===== src/rtl/imem_boot_loader.sv =====
// Framed byte-stream loader for the instruction memory. The processor stays in reset
// until a complete image has been written and its payload XOR checksum matches.
module imem_boot_loader #(
    parameter int          ADDR_WIDTH = 12,
    parameter logic [7:0]  MAGIC      = 8'hA5,
    parameter int          MAX_WORDS  = 4096
) (
    input  logic                  clock,
    input  logic                  reset,
    input  logic                  byte_valid,
    input  logic [7:0]            byte_data,
    output logic                  byte_ready,
    input  logic                  restart,
    output logic [ADDR_WIDTH-1:0] load_address,
    output logic [31:0]           load_data,
    output logic                  load_wren,
    output logic                  proc_hold,
    output logic                  done,
    output logic                  error,
    output logic [2:0]            dbg_state
);

    typedef enum logic [2:0] {
        S_IDLE   = 3'd0,
        S_CNT_HI = 3'd1,
        S_CNT_LO = 3'd2,
        S_DATA   = 3'd3,
        S_CHECK  = 3'd4,
        S_DONE   = 3'd5,
        S_ERROR  = 3'd6
    } state_t;

    localparam logic [16:0] MAX_WORDS_W = 17'(MAX_WORDS);

    state_t                state_q, state_d;
    logic [7:0]            cnt_hi_q, cnt_hi_d;
    logic [15:0]           rem_q, rem_d;
    logic [ADDR_WIDTH-1:0] idx_q, idx_d;
    logic [1:0]            bcnt_q, bcnt_d;
    logic [23:0]           asm_q, asm_d;
    logic [7:0]            xor_q, xor_d;
    logic [ADDR_WIDTH-1:0] addr_q, addr_d;
    logic [31:0]           data_q, data_d;
    logic                  wren_q, wren_d;
    logic                  hold_q, done_q, error_q;
    logic                  accept;
    logic [15:0]           n_word;

    // Byte handshake: a byte is consumed on a rising edge where byte_valid and
    // byte_ready are both high; byte_ready depends only on the current state.
    assign byte_ready = (state_q != S_DONE) && (state_q != S_ERROR);
    assign accept     = byte_valid && byte_ready;
    assign n_word     = {cnt_hi_q, byte_data};

    always_comb begin
        state_d  = state_q;
        cnt_hi_d = cnt_hi_q;
        rem_d    = rem_q;
        idx_d    = idx_q;
        bcnt_d   = bcnt_q;
        asm_d    = asm_q;
        xor_d    = xor_q;
        addr_d   = addr_q;
        data_d   = data_q;
        wren_d   = 1'b0;
        case (state_q)
            S_IDLE: begin
                if (accept && byte_data == MAGIC) begin
                    state_d = S_CNT_HI;
                    idx_d   = '0;
                    xor_d   = '0;
                    bcnt_d  = '0;
                end
            end
            S_CNT_HI: begin
                if (accept) begin
                    cnt_hi_d = byte_data;
                    state_d  = S_CNT_LO;
                end
            end
            S_CNT_LO: begin
                if (accept) begin
                    rem_d = n_word;
                    if ({1'b0, n_word} > MAX_WORDS_W) state_d = S_ERROR;
                    else if (n_word == 16'd0)         state_d = S_CHECK;
                    else                              state_d = S_DATA;
                end
            end
            S_DATA: begin
                if (accept) begin
                    xor_d  = xor_q ^ byte_data;
                    bcnt_d = bcnt_q + 2'd1;
                    if (bcnt_q == 2'd3) begin
                        wren_d = 1'b1;
                        data_d = {asm_q, byte_data};
                        addr_d = idx_q;
                        idx_d  = idx_q + 1'b1;
                        rem_d  = rem_q - 16'd1;
                        if (rem_q == 16'd1) state_d = S_CHECK;
                    end else begin
                        asm_d = {asm_q[15:0], byte_data};
                    end
                end
            end
            S_CHECK: begin
                if (accept) state_d = (byte_data == xor_q) ? S_DONE : S_ERROR;
            end
            S_DONE, S_ERROR: begin
                if (restart) state_d = S_IDLE;
            end
            default: state_d = S_IDLE;
        endcase
    end

    always_ff @(posedge clock or negedge reset) begin
        if (!reset) begin
            state_q  <= S_IDLE;
            cnt_hi_q <= '0;
            rem_q    <= '0;
            idx_q    <= '0;
            bcnt_q   <= '0;
            asm_q    <= '0;
            xor_q    <= '0;
            addr_q   <= '0;
            data_q   <= '0;
            wren_q   <= 1'b0;
            hold_q   <= 1'b1;
            done_q   <= 1'b0;
            error_q  <= 1'b0;
        end else begin
            state_q  <= state_d;
            cnt_hi_q <= cnt_hi_d;
            rem_q    <= rem_d;
            idx_q    <= idx_d;
            bcnt_q   <= bcnt_d;
            asm_q    <= asm_d;
            xor_q    <= xor_d;
            addr_q   <= addr_d;
            data_q   <= data_d;
            wren_q   <= wren_d;
            // Status flags follow the state being entered, so they switch on the same edge.
            hold_q   <= (state_d != S_DONE);
            done_q   <= (state_d == S_DONE);
            error_q  <= (state_d == S_ERROR);
        end
    end

    assign load_address = addr_q;
    assign load_data    = data_q;
    assign load_wren    = wren_q;
    assign proc_hold    = hold_q;
    assign done         = done_q;
    assign error        = error_q;
    assign dbg_state    = state_q;

endmodule

===== config.mk =====
export PLATFORM = sky130hd
export DESIGN_NAME = imem_boot_loader
export DESIGN_NICKNAME = d
export VERILOG_FILES = /design/src/rtl/imem_boot_loader.sv
export SDC_FILE = /design/constraint.sdc
export NUM_CORES = 1
export LEC_CHECK = 0
export ABC_AREA = 1
export CAP_MARGIN = 20
export CELL_PAD_IN_SITES_DETAIL_PLACEMENT = 0
export CELL_PAD_IN_SITES_GLOBAL_PLACEMENT = 1
export CORE_UTILIZATION = 35
export CTS_CLUSTER_DIAMETER = 120
export DETAILED_ROUTE_END_ITERATION = 10
export GPL_ROUTABILITY_DRIVEN = 1
export GPL_TIMING_DRIVEN = 1
export PLACE_DENSITY = 0.78
export SYNTH_ARGS = -nofsm -noshare
export SYNTH_HDL_FRONTEND = slang
export SYNTH_SLANG_ARGS = --single-unit

===== constraint.sdc =====
create_clock -name clock -period 3.9 [get_ports clock]
set_input_delay 0.78 -clock clock [delete_from_list [all_inputs] [get_ports clock]]
set_output_delay 0.78 -clock clock [all_outputs]
set_load 0.005 [all_outputs]

==> impl_metrics.csv, run 1 <==
group,metric,value,unit
run_status,status,"complete, no violations",
sta,setup_tns,0,ns
sta,tightest_slew,0.640,ns
clocking,cts_max_level,4,
floorplanning,core,15300,um2
detailed_routing,wl,13200,um
detailed_routing,drt_pass1_iterations,5,
clocking,post_cts_buffers,0,
clocking,tritoncts,"yes",
layout,fillers,1517,
logic_synthesis,synthFlopType,"dfrtp_1",
logic_synthesis,seq_area_frac_synth,54.7,%
grt,grt_pass1_vias,4575,
logic_synthesis,ys_seq_elements,121,
setup_path,cp_max_fo,32,
floorplanning,die_width,128,um
sta,whs,0.356,ns
logic_synthesis,yosysMostFrequentCell,"nand2_1",
setup_path,cp-start-kind,"register",
floorplanning,initial_utilization,36.2,%
grt,grt.overflow.total,0,
sta,period_share,72.2,%
power,powerDensity,670,nW/um2
layout,final-seq-area,3030,um2
setup_path,end_kind,"register",
floorplanning,die_area,16300,um2
logic_synthesis,synthTopCellsByArea,"dfrtp_1 54%, nand2_1 13%, o21ai_0 6.2%",
sta,rsz0062_at_grt,"false",
logic_synthesis,synth_nets,692,
logic_synthesis,netlist_area,5540,um2
detailed_routing,drc,0,
clocking,path_clk_slew,0.05,ns
logic_synthesis,synth_area_leader_cell,"dfrtp_1",
clocking,clock_path_buffers,2,
logic_synthesis,netlist_instances,676,
layout,finalNetCount,757,
logic_synthesis,synth-edff-count,0,
detailed_routing,avgRoutedWirePerCell,13.7,um
sta,fmax,355,MHz
power,leakage,3.23,nW
clocking,ctsResizeCount,0,
detailed_routing,ant_nets,0,
grt,grt_pass1_wl,22400,um
sta,drv_slew,0,
setup_path,crit_start,"dbg_state[0]$_DFF_PN0_",
setup_path,regToRegStartpoint,"dbg_state[0]$_DFF_PN0_",
sta,hold_violations,0,
setup_path,path_class,"register to register",
grt,grt_start_max_net_pins,82,
floorplanning,pin_count,64,
logic_synthesis,synth_cell_type_count,31,
sta,setup-violations-final,0,
placement,finalWeightedCongestion,0.852,
logic_synthesis,async_flop_share,100,%
logic_synthesis,synth_top_area_share,54.2,%
placement,dpl.hpwl,9290,um
detailed_routing,drt-initial-drc-count,343,
clocking,cts.sink_count,121,
flow_run,cap_violations,0,
setup_path,crit_arrival,3.10,ns
detailed_routing,viasPerCell,4.79,
clocking,root_buffer,"clkbuf_16",
floorplanning,rows,45,
floorplanning,die_height,128,um
clocking,worst_skew_pair.late_latency,0.41,ns
min_path,hold_path.class,"input pin to asynchronous set/reset pin",
logic_synthesis,yosysWarnings,0,
detailed_routing,vias,4625,
logic_synthesis,synth.top_cells.by_count,"199 x nand2_1, 120 x dfrtp_1, 78 x inv_1, 69 x o21ai_0, 46 x nor2_1",
clocking,cts-hold-fix-buffers,0,
layout,multiInputGateArea,2090,um2
sta,slew-limit-headroom,57.2,%
clocking,cts_buffers,17,
logic_synthesis,avgSynthCellArea,8.19,um2
grt,grt_usage,17.6,%
power,ir_drop,0.337,mV
grt,antenna_found_initial,0,
placement,port_buffers,63,
setup_path,crit_required,4.18,ns
layout,num_antenna_cells,0,
sta,period_needed,2.82,ns
layout,syn_to_final_growth,26.2,%
layout,drive_gt1_share,6.76,%
sta,fin_worst_skew,0.00753,ns
## worst max-delay path: stages, from the launching register on
cell and delay, ns:
dfrtp_1 0.43, nand2_1 0.11, nor2_2 0.09, buf_4 0.28, inv_2 0.27, nor3_4 0.61, inv_2 0.40, buf_4 0.34
nand2_1 0.09, o21ai_1 0.06
## layout make-up
class,instances,area share (%)
Clock buffer,19,6.48
Clock inverter,13,2.38
Tap cell,211,3.78
Timing Repair Buffer,68,9.70
Sequential cell,121,43.3
Inverter,82,4.40
Multi-Input combinational cell,451,29.9
## worst paths after layout
check / to / slack, ns / cells past startpoint
max reg2reg: load_data[17]$_DFFE_PN0P_ / 1.08 / 9
max: load_data[17]$_DFFE_PN0P_ / 1.08 / 9
min in group clock: load_data[29]$_DFFE_PN0P_ / 0.47 / 2
min: load_data[16]$_DFFE_PN0P_ / 0.36 / 1
min reg2reg: load_data[29]$_DFFE_PN0P_ / 0.47 / 2
max in group asynchronous: proc_hold$_DFF_PN1_ / 2.70 / 2
## layout by cell type, fill, tap and decap left out, types with 3 or more instances in the layout
master and n:
o211ai_1 3, clkdlybuf4s50_1 62, nor3_1 12, nor2_1 46
bufinv_16 3, ha_1 4, nand4_1 4, inv_6 4
o21ai_0 69, nand3_1 27, nand2_1 199, buf_4 5
xor2_1 9, o22ai_1 10, clkinvlp_4 3, inv_1 78
inv_2 3, dfrtp_1 120, nor2_2 4, clkbuf_16 17
o21ai_1 42, a21oi_1 11
## cell families after synthesis
logic type	share of synthesized area [%]
compound gates	13.3
xor+xnor	1.58
fa+ha+maj	0.904
buf+inv	7.52
flops	54.7
simple gates	22.0
## power by group
part / leakage [nW] / switching [mW] / total (mW) / internal [mW]
clock: 0.297 / 0.584 / 1.63 / 1.05
combinational: 1.34 / 0.734 / 1.22 / 0.483
sequential: 1.60 / 0.244 / 1.84 / 1.60
## flip-flops by register name, indices dropped and copies added, names as in the netlist, 3 cells and up
| name | flops |
|---|---|
| rem_q | 16 |
| dbg_state | 3 |
| load_data | 32 |
| cnt_hi_q | 8 |
| idx_q | 12 |
| asm_q | 24 |
| load_address | 12 |
| xor_q | 8 |
## routing by layer
metal	vias to the layer above	track usage, %	share of wire [%]
met5	-	0	0
met1	2211	23.2	47
met3	8	4.30	4.7
met2	104	28.1	47
met4	0	6.64	1.3
li1	2302	-	-
## through the flow
step / utilization (%) / area, um2 / total power [mW] / instances / worst slack, ns
floorplan: - / 5540 / 2.61 / 676 / 2.05
finish: 45.7 / 6990 / 4.69 / 965 / 1.08
detailed placement: 41.6 / 6370 / 3.08 / 933 / 0.800
global placement: 41.6 / 6370 / 3.03 / 933 / 0.916
CTS: 45.7 / 6990 / 4.73 / 965 / 1.06
global route: 45.7 / 6990 / 5.03 / 965 / 0.819
Power figures use the tool's default switching activity.
==> inputs of run 2 (changes only) <==
- PLACE_DENSITY: 0.78 -> 0.81
- clock period: 3.9 -> 2.36 ns (I/O delays scaled with it)
==> impl_metrics.csv, run 2 (same netlist as run 1, synthesis figures left out) <==
group,metric,value,unit
clocking,ctsResizeCount,0,
layout,multiInputGateArea,2090,um2
grt,grt_pass1_wl,22600,um
sta,slew-limit-headroom,61.8,%
detailed_routing,wl,13300,um
floorplanning,rows,45,
detailed_routing,avgRoutedWirePerCell,13.6,um
clocking,cts_buffers,17,
detailed_routing,drt-initial-drc-count,299,
sta,setup-violations-final,0,
sta,tightest_slew,0.572,ns
sta,finalWorstSetupSlack,0.233,ns
setup_path,path_class,"register to output pin",
grt,antenna_found_initial,0,
floorplanning,die_width,128,um
detailed_routing,viasPerCell,4.76,
layout,final-seq-area,3030,um2
layout,fin_cells,978,
sta,drv_slew,0,
placement,finalWeightedCongestion,0.855,
sta,fin_worst_skew,0.00804,ns
grt,grt.overflow.total,0,
clocking,post_cts_buffers,0,
floorplanning,die_height,128,um
min_path,hold_path.class,"input pin to asynchronous set/reset pin",
floorplanning,pin_count,64,
power,leakage,3.29,nW
grt,grt_pass1_vias,4672,
grt,grt_start_max_net_pins,55,
placement,dpl.hpwl,9360,um
clocking,cts_max_level,4,
sta,whs,0.0518,ns
clocking,worst_skew_pair.late_latency,0.41,ns
detailed_routing,vias,4658,
layout,finalNetCount,770,
placement,port_buffers,63,
layout,drive_gt1_share,7.82,%
sta,fmax,470,MHz
detailed_routing,drc,0,
sta,rsz0062_at_grt,"false",
grt,grt_usage,17.8,%
layout,num_antenna_cells,0,
setup_path,cp_max_fo,6,
sta,hold_violations,0,
run_status,status,"complete, no violations",
clocking,tritoncts,"yes",
layout,syn_to_final_growth,27.8,%
setup_path,end_kind,"output pin",
sta,period_share,90.1,%
detailed_routing,ant_nets,0,
power,powerDensity,1080,nW/um2
clocking,cts-hold-fix-buffers,0,
detailed_routing,drt_pass1_iterations,4,
layout,mostFrequentLayoutCells,"199 x nand2_1, 120 x dfrtp_1, 78 x inv_1, 69 x o21ai_0, 62 x clkdlybuf4s50_1",
clocking,root_buffer,"clkbuf_16",
flow_run,cap_violations,0,
floorplanning,initial_utilization,36.2,%
layout,largest_reg_flops,32,
sta,period_needed,2.13,ns
clocking,cts.sink_count,121,
power,ir_drop,0.589,mV
setup_path,crit_required,1.89,ns
layout,final_common_cell,"nand2_1",
sta,setup_tns,0,ns
placement,dp.cells,946,
floorplanning,die_area,16300,um2
layout,fillers,1509,
setup_path,cp-start-kind,"register",
clocking,clock_path_buffers,2,
setup_path,crit_arrival,1.65,ns
placement,place_ws,0.128,ns
floorplanning,core,15300,um2
power,finalPower,7.64,mW
clocking,path_clk_slew,0.06,ns
run 2: cell types whose count changed in the layout (fill, tap and decap cells not counted), sizes merged:
cell and change:
clkinvlp -1, inv -4, bufinv -1, buf +13
clkbuf +6
run 2: routing by layer:
layer | track usage, % | routed length, um
met5 | 0 | 0
met4 | 8.24 | 310
met3 | 3.67 | 565
met2 | 28.0 | 5990
met1 | 23.6 | 6420
run 2: worst paths after layout:
| check | from | endpoint | slack (ns) | depth (start not counted) |
|---|---|---|---|---|
| max in group asynchronous | reset | load_address[10]$_DFFE_PN0P_ | 1.67 | 2 |
| setup / recovery | dbg_state[0]$_DFF_PN0_ | byte_ready | 0.23 | 5 |
| min in group clock | load_data[29]$_DFFE_PN0P_ | load_data[29]$_DFFE_PN0P_ | 0.47 | 2 |
| hold reg to reg | load_data[29]$_DFFE_PN0P_ | load_data[29]$_DFFE_PN0P_ | 0.47 | 2 |
| hold / removal | reset | load_data[10]$_DFFE_PN0P_ | 0.05 | 1 |
| setup reg to reg | dbg_state[0]$_DFF_PN0_ | rem_q[2]$_DFFE_PN0P_ | 0.33 | 8 |
run 2: layout make-up:
type                    count  share of cell area, %
flip-flops and latches    121                   42.8
multi-input cells         451                   29.6
repair buffers             81                   11.3
inverters                  82                   4.35
clock buffers              25                   7.00
clock inverters             7                   1.27
well taps                 211                   3.73
run 2: stage by stage:
| step | instance area [um2] | util (%) |
|---|---|---|
| global placement | 6490 | 42.4 |
| global route | 7080 | 46.2 |
| detailed placement | 6490 | 42.4 |
| finish | 7080 | 46.2 |
| CTS | 7080 | 46.2 |
| floorplan | 5540 | - |
run 2: critical path, cell delays in order (launching register included):
cell             delay, ns
dfrtp_1               0.44
inv_1                 0.10
nand3_1               0.11
nand2_1               0.06
inv_1                 0.05
clkdlybuf4s50_1       0.48
run 2: report_power, final:
group	total [mW]	leakage [nW]	internal, mW	switching, mW
sequential	3.04	1.60	2.64	0.407
clock	2.54	0.283	1.66	0.878
combinational	2.05	1.41	0.825	1.23
total	7.64	3.29	5.12	2.51
==> inputs of run 3 (changes only) <==
- SKIP_LAST_GASP: not set -> 1
- SLEW_MARGIN: not set -> 20
==> results of run 3 <==
The final DEF is identical to that of run 2; final timing and power are the same.
